===== src/rtl/gfx_pkg.sv =====
// gfx_pkg: register map, reset values and FSM encoding for the graphics register front-end
package gfx_pkg;
  localparam int NUM_REGS = 10;
  localparam logic [3:0] ADDR_P1X    = 4'd0;
  localparam logic [3:0] ADDR_P1Y    = 4'd1;
  localparam logic [3:0] ADDR_P2X    = 4'd2;
  localparam logic [3:0] ADDR_P2Y    = 4'd3;
  localparam logic [3:0] ADDR_BX     = 4'd4;
  localparam logic [3:0] ADDR_BY     = 4'd5;
  localparam logic [3:0] ADDR_BZ     = 4'd6;
  localparam logic [3:0] ADDR_S1     = 4'd7;
  localparam logic [3:0] ADDR_S2     = 4'd8;
  localparam logic [3:0] ADDR_STATE  = 4'd9;
  localparam logic [3:0] ADDR_COMMIT = 4'd10;
  localparam logic [15:0] RST_P1X   = 16'd100;
  localparam logic [15:0] RST_P1Y   = 16'd200;
  localparam logic [15:0] RST_P2X   = 16'd350;
  localparam logic [15:0] RST_P2Y   = 16'd250;
  localparam logic [15:0] RST_BX    = 16'd320;
  localparam logic [15:0] RST_BY    = 16'd240;
  localparam logic [15:0] RST_BZ    = 16'd0;
  localparam logic [15:0] RST_S1    = 16'd0;
  localparam logic [15:0] RST_S2    = 16'd0;
  localparam logic [15:0] RST_STATE = 16'd0;
  localparam logic [15:0] RST_VALS [NUM_REGS] = '{RST_P1X, RST_P1Y, RST_P2X, RST_P2Y, RST_BX,
                                                  RST_BY, RST_BZ, RST_S1, RST_S2, RST_STATE};
  localparam logic [18:0] LAST_PIXEL_DEF = 19'h4AFFF;
  typedef enum logic {IDLE, PENDING} state_t;
endpackage


===== src/rtl/gfx_reg_ctrl_if.sv =====
// gfx_reg_ctrl_if: CPU write bus into the graphics register front-end
interface gfx_reg_ctrl_if;
  logic [3:0]  chipselect;
  logic [15:0] databus;
  logic [3:0]  data_address;
  modport master (output chipselect, databus, data_address);
  modport slave  (input chipselect, databus, data_address);
endinterface


===== src/rtl/gfx_shadow_reg.sv =====
// gfx_shadow_reg: one 16-bit shadow/live register pair; commit copies the pre-write shadow
module gfx_shadow_reg #(
  parameter logic [15:0] RST_VAL = 16'd0
) (
  input  logic        clk,
  input  logic        rst,
  input  logic        we,
  input  logic [15:0] wdata,
  input  logic        commit,
  output logic [15:0] live
);
  logic [15:0] shadow;
  always_ff @(posedge clk) begin
    if (rst) begin
      shadow <= RST_VAL;
      live   <= RST_VAL;
    end else begin
      if (commit) live <= shadow;
      if (we) shadow <= wdata;
    end
  end
endmodule


===== src/rtl/gfx_reg_ctrl.sv =====
// gfx_reg_ctrl: shadow register file with end-of-frame atomic commit to the live scene registers
module gfx_reg_ctrl
  import gfx_pkg::*;
#(
  parameter logic [3:0]  CS_ID      = 4'h1,
  parameter logic [18:0] LAST_PIXEL = LAST_PIXEL_DEF
) (
  input  logic               clk,
  input  logic               rst,
  gfx_reg_ctrl_if.slave      bus,
  input  logic               VGA_ready,
  input  logic [18:0]        pixel_address,
  output logic [15:0]        paddle_1_x,
  output logic [15:0]        paddle_1_y,
  output logic [15:0]        paddle_2_x,
  output logic [15:0]        paddle_2_y,
  output logic [15:0]        ball_x,
  output logic [15:0]        ball_y,
  output logic [15:0]        ball_z,
  output logic [15:0]        player_1_score,
  output logic [15:0]        player_2_score,
  output logic [15:0]        game_state,
  output logic               commit_pending,
  output logic               frame_strobe,
  output logic [15:0]        frame_count
);
  state_t      state;
  logic        wr, frame_end, commit;
  logic [15:0] live [NUM_REGS];
  assign wr        = bus.chipselect == CS_ID;
  assign frame_end = VGA_ready && pixel_address == LAST_PIXEL;
  assign commit    = state == PENDING && frame_end;
  for (genvar i = 0; i < NUM_REGS; i++) begin : g_reg
    gfx_shadow_reg #(.RST_VAL(RST_VALS[i])) u_reg (
      .clk    (clk),
      .rst    (rst),
      .we     (wr && bus.data_address == 4'(i)),
      .wdata  (bus.databus),
      .commit (commit),
      .live   (live[i])
    );
  end
  assign paddle_1_x     = live[ADDR_P1X];
  assign paddle_1_y     = live[ADDR_P1Y];
  assign paddle_2_x     = live[ADDR_P2X];
  assign paddle_2_y     = live[ADDR_P2Y];
  assign ball_x         = live[ADDR_BX];
  assign ball_y         = live[ADDR_BY];
  assign ball_z         = live[ADDR_BZ];
  assign player_1_score = live[ADDR_S1];
  assign player_2_score = live[ADDR_S2];
  assign game_state     = live[ADDR_STATE];
  // A commit request seen in IDLE always waits for the next frame end, even if one is present now
  always_ff @(posedge clk) begin
    if (rst) begin
      state          <= IDLE;
      commit_pending <= 1'b0;
      frame_strobe   <= 1'b0;
      frame_count    <= 16'd0;
    end else begin
      frame_strobe <= commit;
      frame_count  <= frame_count + 16'(frame_end);
      if (state == IDLE && wr && bus.data_address == ADDR_COMMIT) begin
        state          <= PENDING;
        commit_pending <= 1'b1;
      end else if (commit) begin
        state          <= IDLE;
        commit_pending <= 1'b0;
      end
    end
  end
endmodule

===== src/flat_wrapper.sv =====
// flat-port wrapper written by rule: the top's interface ports become plain ports
module gfx_reg_ctrl_flat import gfx_pkg::*;
#(
  parameter logic [3:0]  CS_ID      = 4'h1,
  parameter logic [18:0] LAST_PIXEL = LAST_PIXEL_DEF
)
  (clk, rst, VGA_ready, pixel_address, paddle_1_x, paddle_1_y, paddle_2_x, paddle_2_y, ball_x, ball_y, ball_z, player_1_score, player_2_score, game_state, commit_pending, frame_strobe, frame_count, bus_chipselect, bus_databus, bus_data_address);
  gfx_reg_ctrl_if bus_i ();
  input  logic clk;
  input  logic rst;
  input  logic VGA_ready;
  input  logic [18:0] pixel_address;
  output logic [15:0] paddle_1_x;
  output logic [15:0] paddle_1_y;
  output logic [15:0] paddle_2_x;
  output logic [15:0] paddle_2_y;
  output logic [15:0] ball_x;
  output logic [15:0] ball_y;
  output logic [15:0] ball_z;
  output logic [15:0] player_1_score;
  output logic [15:0] player_2_score;
  output logic [15:0] game_state;
  output logic commit_pending;
  output logic frame_strobe;
  output logic [15:0] frame_count;
  input wire logic [$bits(bus_i.chipselect)-1:0] bus_chipselect;
  input wire logic [$bits(bus_i.databus)-1:0] bus_databus;
  input wire logic [$bits(bus_i.data_address)-1:0] bus_data_address;
  assign bus_i.chipselect = bus_chipselect;
  assign bus_i.databus = bus_databus;
  assign bus_i.data_address = bus_data_address;
  gfx_reg_ctrl #(.CS_ID(CS_ID), .LAST_PIXEL(LAST_PIXEL)) u_core (.clk(clk), .rst(rst), .bus(bus_i), .VGA_ready(VGA_ready), .pixel_address(pixel_address), .paddle_1_x(paddle_1_x), .paddle_1_y(paddle_1_y), .paddle_2_x(paddle_2_x), .paddle_2_y(paddle_2_y), .ball_x(ball_x), .ball_y(ball_y), .ball_z(ball_z), .player_1_score(player_1_score), .player_2_score(player_2_score), .game_state(game_state), .commit_pending(commit_pending), .frame_strobe(frame_strobe), .frame_count(frame_count));
endmodule

===== config.mk =====
export PLATFORM = sky130hd
export DESIGN_NAME = gfx_reg_ctrl_flat
export DESIGN_NICKNAME = d
export VERILOG_FILES = /design/src/rtl/gfx_pkg.sv /design/src/rtl/gfx_reg_ctrl_if.sv /design/src/rtl/gfx_shadow_reg.sv /design/src/rtl/gfx_reg_ctrl.sv /design/src/flat_wrapper.sv
export SDC_FILE = /design/constraint.sdc
export NUM_CORES = 1
export LEC_CHECK = 0
export BUFFER_PORTS_ARGS = -buffer_cell sky130_fd_sc_hd__buf_2
export CAP_MARGIN = 20
export CORE_AREA = 2 2 165 167
export CTS_CLUSTER_DIAMETER = 50
export DETAILED_ROUTE_END_ITERATION = 6
export DIE_AREA = 0 0 167 169
export HOLD_SLACK_MARGIN = 0.03
export PLACE_DENSITY = 0.71
export SYNTH_ARGS = -nofsm -noshare
export SYNTH_HDL_FRONTEND = slang
export SYNTH_SLANG_ARGS = --single-unit

===== constraint.sdc =====
create_clock -name clk -period 2.65 [get_ports clk]
set_input_delay 0.53 -clock clk [delete_from_list [all_inputs] [get_ports clk]]
set_output_delay 0.53 -clock clk [all_outputs]
set_load 0.01 [all_outputs]

Yosys cells after proc, flatten, opt, wreduce, memory -nomap -nowiden
Cells that the tools add are included.

Register bits: 338. Input port bits: 46. Output and inout bits: 178. Logic and storage cells: 55.

Add/sub/neg operators: 1. Equal/unequal tests: 12. Mux-type cells: 2. Bitwise logic cells: 1. Reductions and logical operators: 16.

Operators with widths (count): == test 19 bit (second input constant) (1); adder 16 x 1 -> 16 bit (1); == test 4 x 3 -> 1 bit (second input constant) (4); logical AND 1 bit (14); == test 4 bit (second input constant) (3); == test 4 x 1 -> 1 bit (second input constant) (2); == test 4 x 2 -> 1 bit (second input constant) (2); logical NOT 4 bit (1); two-way mux 1 bit (2); nonzero test 2 bit (1); inverter 1 bit (1).

Depth between registers and ports, before layout
Word-level depth: 5. Gate-level depth with buffers: 10.

Hierarchy
From an unflattened synthesis, not the netlist that was laid out.

Cell total of the unflattened synthesis: 1149. Area, all modules: 12689.7 µm².

By module, submodules not included: gfx_shadow_reg (u_core.g_reg[6].u_reg ...) (times used 4, cells each 103, area each 1157.4 µm², sequential area each 640.6 µm²); gfx_shadow_reg (u_core.g_reg[2].u_reg ...) (times used 2, cells each 103, area each 1186.1 µm², sequential area each 640.6 µm²); gfx_shadow_reg (u_core.g_reg[0].u_reg ...) (times used 2, cells each 103, area each 1166.1 µm², sequential area each 640.6 µm²); gfx_shadow_reg (u_core.g_reg[5].u_reg) (times used 1, cells each 103, area each 1174.9 µm², sequential area each 640.6 µm²); gfx_shadow_reg (u_core.g_reg[4].u_reg) (times used 1, cells each 103, area each 1163.6 µm², sequential area each 640.6 µm²); gfx_reg_ctrl (times used 1, cells each 119, area each 1017.2 µm², sequential area each 360.3 µm²).

Worst setup path after synthesis
OpenSTA, ideal clock, no wires.

Path kind: input port to flip-flop. Start point: in pixel_address[14]. End point: reg u_core.frame_count[8]. Setup time: 0.128 ns. Data arrival time: 2.274 ns. Slack: 0.248 ns. Cell stages on the path: 10. Path through: nor4b_1 > nand3_1 > clkbuf_1 > clkbuf_1 > nor3_1 > ha_1 > ha_1 > nand4_1 > xor2_1 > nor2_1.

Longest elaborated chain between the ends: 3.

RTL lines: start, declared (RTL line flat_wrapper.sv:12) `input logic [18:0] pixel_address;`; == test 19 bit (RTL line gfx_reg_ctrl.sv:31) `assign frame_end = VGA_ready && pixel_address == LAST_PIXEL;`; logical AND 1 bit (RTL line gfx_reg_ctrl.sv:31); adder 16 x 1 -> 16 bit (RTL line gfx_reg_ctrl.sv:62) `frame_count <= frame_count + 16'(frame_end);`; end signal, assigned (RTL line gfx_reg_ctrl.sv:62); end, declared (RTL line gfx_reg_ctrl.sv:25) `output logic [15:0] frame_count`.

No other way between the ends. A chain may end at the register's enable or synchronous reset.

==> metrics.log <==
[metrics] mux contribution to synthesized area: 0.01847
[metrics] Design Power: 10.32 mW
[metrics] Yosys warning count: 0
[metrics] FILL cells: 2441
[metrics] normalized max-slew margin: 0.4610
[metrics] Hold Crit Start: bus_databus[6]
[metrics] data arrival at the endpoint of the critical path: 1.57 ns
[metrics] setup bufs post-CTS: 0
[metrics] Non-Filler Cell Area, Final: 15450 µm²
[metrics] Final Setup Violations: 0
[metrics] initial core utilization: 0.4907
[metrics] number of H-tree branching levels: 2
[metrics] critical path cell sequence: buf_12, buf_2
[metrics] reg-to-reg critical path startpoint: u_core.state
[metrics] critical path capture point type: output port
[metrics] Die X-Extent: 167 µm
[metrics] number of top-level pins: 224
[metrics] Via Count: 11933
[metrics] pre-CTS setup slack: 0.1955 ns
[metrics] number of enable flip-flop cells after synthesis: 0
[metrics] max-slew violations: 0
[metrics] Least-Margin Pin Slew: 0.8085 ns
[metrics] post-synthesis adder-cell area fraction: 0.002887
[metrics] result of the run: complete, no violations
[metrics] floorplan row count: 60
[metrics] setup tns final: 0 ns
[metrics] PD cells: 667.5 nW/µm²
[metrics] largest net degree at the start of global routing: 139
[metrics] maximum net fanout on the critical path: 138
[metrics] CTS tree: done
[metrics] Tightest Hold Check Type: in -> reg
[metrics] #FFs+latches synth: 338
[metrics] global-route wire length before repair: 59790 µm
[metrics] area of the multi-input gates: 5525 µm²
[metrics] synthesized-area fraction occupied by ao, oa, aoi and oai cells: 0.1730
[metrics] worst reg2reg setup slack: 0.95 ns
[metrics] clock latency on the worst-skew pair: 0.53 ns
[metrics] number of antenna violations at the first check in global routing: 2
[metrics] area added between synthesis and finish: 18.85%
[metrics] drt wl/cell: 18.65 µm
[metrics] peak supply drop: 0.4693 mV
[metrics] Clock Tree Root: sky130_fd_sc_hd__clkbuf_16
[metrics] Antenna Violating Nets Remaining: 0
[metrics] vias in the first global route: 10945
[metrics] Worst Setup Start Kind: register
[metrics] shortest clock period the worst path allows after layout: 2.099 ns
[metrics] combinational family with the most area after synthesis: simple AND/OR/NAND/NOR gates
[metrics] final estimated routing congestion in global placement: 0.7868
[metrics] fraction of post-synthesis cell area in the top cell type by area: 0.5204
[metrics] maximum buffer depth of the clock tree: 3
[metrics] number of buffer and inverter instances along the worst setup path: 2
[metrics] fraction of layout cells with a size suffix above 1: 0.2183
[metrics] Cell Area, Placed: 14300 µm²
[metrics] Async S/R FF share, synth: 0
[metrics] top flip-flop cell by instance count after synthesis: sky130_fd_sc_hd__dfxtp_1
[metrics] DRC violations left: 0
[metrics] initial drt markers: 1324
[metrics] total CTS buffers: 37
[metrics] count of input and output buffers: 223
[metrics] sum of routed wire length over all layers: 38270 µm
[metrics] total of max-cap violations: 0
[metrics] number of clock sinks: 338
[metrics] setup repair after global routing missed its margin: false
[metrics] clock transition at the registers of the reported paths: 0.06 ns
[metrics] critical path required time: 2.12 ns
[metrics] power share of the combinational group: 0.028
[metrics] P_sw: 2.308 mW
[metrics] Initial DRT Pass Iterations: 7
[metrics] number of buffers added to fix hold violations after cts: 0
[metrics] total global routing overflow: 0
[metrics] layout net count: 1735
[metrics] core occupancy in the finished layout: 0.5832
[metrics] longest individual stage delay on the worst path: 0.45 ns
[metrics] startpoint of the worst setup timing path: u_core.state
[metrics] number of vias per cell after detailed routing: 5.815
[metrics] fraction of the cycle the final worst path needs: 0.7922
[metrics] power share of the sequential group: 0.493
[metrics] classification of the worst setup path: reg -> out
[metrics] synthesized-area fraction occupied by xor and xnor cells: 0.009429
[metrics] Switching Share: 0.2238
[metrics] most area-consuming cells after synthesis: sky130_fd_sc_hd__dfxtp_1 52%, sky130_fd_sc_hd__a21oi_1 11%, sky130_fd_sc_hd__nand4_1 7.6%, sky130_fd_sc_hd__nand2_1 7.4%, sky130_fd_sc_hd__o21ai_0 4.7%
[metrics] Internal: 8.007 mW
[metrics] HPWL Detailed: 22810 µm
[metrics] die area: 28220 µm²
[metrics] gate count of the mapped netlist: 1547
[metrics] master of the slowest instance on the critical path: sky130_fd_sc_hd__buf_12
[metrics] Leakage Power: 5.710 nW
[metrics] final worst clock skew: 0.02011 ns
[metrics] Storage cell area: 6770 µm²
[metrics] final hold violation count: 0
[metrics] synthesized area per cell: 8.406 µm²
[metrics] minimum setup slack in the final design: 0.5507 ns
[metrics] area of the mapped netlist: 13000 µm²
[metrics] family of cells with the greatest summed delay on the critical path: buffers and inverters
[metrics] clock network power share: 0.479
[metrics] fraction of the yosys area taken by sequential cells: 0.5204
[metrics] global-route usage over all layers: 0.2606
[metrics] dominant cell type by area after synthesis: sky130_fd_sc_hd__dfxtp_1
[metrics] unique cell type count in the Yosys netlist: 38
[metrics] post-cts gate resize count: 0
[metrics] area inside the core boundary: 26500 µm²
[metrics] highest clock rate: 0.4764 GHz
[metrics] post-synthesis share of cell area spent on and, or, nand and nor gates: 0.2188
[metrics] number of nets in the synthesized netlist: 1596
[metrics] Die Y: 169 µm
-- final cells by class --
| cell class | instances | area share |
|---|---|---|
| sequential | 338 | 0.4381 |
| multi-input combinational | 1043 | 0.3575 |
| timing repair buffer | 263 | 0.1012 |
| clock buffer | 45 | 0.06380 |
| tap | 341 | 0.02761 |
| clock inverter | 17 | 0.01077 |
| inverter | 3 | 0.0007286 |
| antenna | 2 | 0.0003238 |
-- layer usage --
metal / share of wire / GRT usage / vias up
met4: 0.030 / 0.1042 / 0
met3: 0.080 / 0.04933 / 70
met5: 0 / 0 / -
met2: 0.46 / 0.4051 / 491
li1: - / - / 5697
met1: 0.43 / 0.3588 / 5675
-- flip-flops by register name, summed over array words and instances, names as in the netlist --
name / cells
u_core.g.u_reg.live: 160
u_core.g.u_reg.shadow: 160
u_core.state: 1
u_core.frame_count: 16
u_core.frame_strobe: 1
-- cells in the mapped netlist, types with 5 or more instances --
| cell | instances |
|---|---|
| sky130_fd_sc_hd__dfxtp_1 | 338 |
| sky130_fd_sc_hd__and4_1 | 8 |
| sky130_fd_sc_hd__o21ai_0 | 121 |
| sky130_fd_sc_hd__o21ai_1 | 15 |
| sky130_fd_sc_hd__buf_4 | 11 |
| sky130_fd_sc_hd__nand3_1 | 5 |
| sky130_fd_sc_hd__nand4_1 | 158 |
| sky130_fd_sc_hd__buf_2 | 10 |
| sky130_fd_sc_hd__xor2_1 | 11 |
| sky130_fd_sc_hd__clkbuf_1 | 130 |
| sky130_fd_sc_hd__nor2_1 | 65 |
| sky130_fd_sc_hd__nor4_4 | 6 |
| sky130_fd_sc_hd__nand2_2 | 20 |
| sky130_fd_sc_hd__a21oi_1 | 277 |
| sky130_fd_sc_hd__a21oi_2 | 20 |
| sky130_fd_sc_hd__buf_1 | 5 |
| sky130_fd_sc_hd__nand2_1 | 257 |
| sky130_fd_sc_hd__nor3_1 | 29 |
| sky130_fd_sc_hd__mux2i_1 | 24 |
-- path summary, 6_finish.rpt --
check,to,cells after the start
setup / recovery,commit_pending,2
hold / removal,u_core.g_reg[7].u_reg.shadow[6],3
setup reg to reg,u_core.g_reg[9].u_reg.live[2],5
hold reg to reg,u_core.g_reg[5].u_reg.shadow[9],2
-- power by group through the flow --
stage                     combinational [mW]  clock (mW)  sequential, mW
final                                  0.284        4.94            5.09
after global routing                   0.299        5.22            5.09
after CTS                              0.278        5.01            5.09
after detailed placement               0.277           0            5.20
after global placement                 0.274           0            5.20
after floorplan                        0.159           0            5.20
-- layout by cell type (no fill, tap or decap), types with 3 or more instances in the layout --
| cell | synthesis | layout |
|---|---|---|
| sky130_fd_sc_hd__nand4_1 | 158 | 158 |
| sky130_fd_sc_hd__nand3_1 | 5 | 4 |
| sky130_fd_sc_hd__nand2_2 | 20 | 20 |
| sky130_fd_sc_hd__and4_1 | 8 | 8 |
| sky130_fd_sc_hd__xnor2_1 | 3 | 3 |
| sky130_fd_sc_hd__buf_2 | 10 | 222 |
| sky130_fd_sc_hd__buf_4 | 11 | 29 |
| sky130_fd_sc_hd__clkbuf_16 | 0 | 37 |
| sky130_fd_sc_hd__clkbuf_8 | 0 | 3 |
| sky130_fd_sc_hd__nor3_1 | 29 | 29 |
| sky130_fd_sc_hd__xor2_1 | 11 | 11 |
| sky130_fd_sc_hd__clkinv_2 | 0 | 7 |
| sky130_fd_sc_hd__buf_12 | 2 | 11 |
| sky130_fd_sc_hd__o21ai_0 | 121 | 121 |
| sky130_fd_sc_hd__o21ai_1 | 15 | 15 |
| sky130_fd_sc_hd__nor4b_1 | 3 | 3 |
| sky130_fd_sc_hd__nor2_1 | 65 | 64 |
| sky130_fd_sc_hd__dfxtp_1 | 338 | 337 |
| sky130_fd_sc_hd__a21oi_1 | 277 | 277 |
| sky130_fd_sc_hd__clkbuf_1 | 130 | 5 |
| sky130_fd_sc_hd__a21oi_2 | 20 | 20 |
| sky130_fd_sc_hd__ha_1 | 3 | 3 |
| sky130_fd_sc_hd__nand2_1 | 257 | 257 |
| sky130_fd_sc_hd__clkinvlp_4 | 0 | 3 |
| sky130_fd_sc_hd__mux2i_1 | 24 | 24 |
| sky130_fd_sc_hd__nor2b_1 | 3 | 3 |
| sky130_fd_sc_hd__nor4_4 | 6 | 6 |
-- per-stage QoR --
stage	hold WS (ns)	cells
after floorplan	0.4367	1547
after global placement	0.4420	1988
after detailed placement	0.4470	1988
after CTS	0.3268	2050
after global routing	0.3333	2052
final	0.3380	2052
-- worst reg2reg max path: stages (launching register included) --
cell                      delay (ns)
sky130_fd_sc_hd__dfxtp_4        0.36
sky130_fd_sc_hd__inv_1          0.07
sky130_fd_sc_hd__or3_4          0.59
sky130_fd_sc_hd__buf_12         0.27
sky130_fd_sc_hd__o21ai_0        0.19
sky130_fd_sc_hd__a21oi_1        0.09
-- cells by family after synthesis --
group           count (synthesis)
simple gates                  568
compound gates                434
flops                         338
buf+inv                       166
mux                            24
xor+xnor                       14
fa+ha+maj                       3
Note: power is estimated with default switching activity, not from simulation.
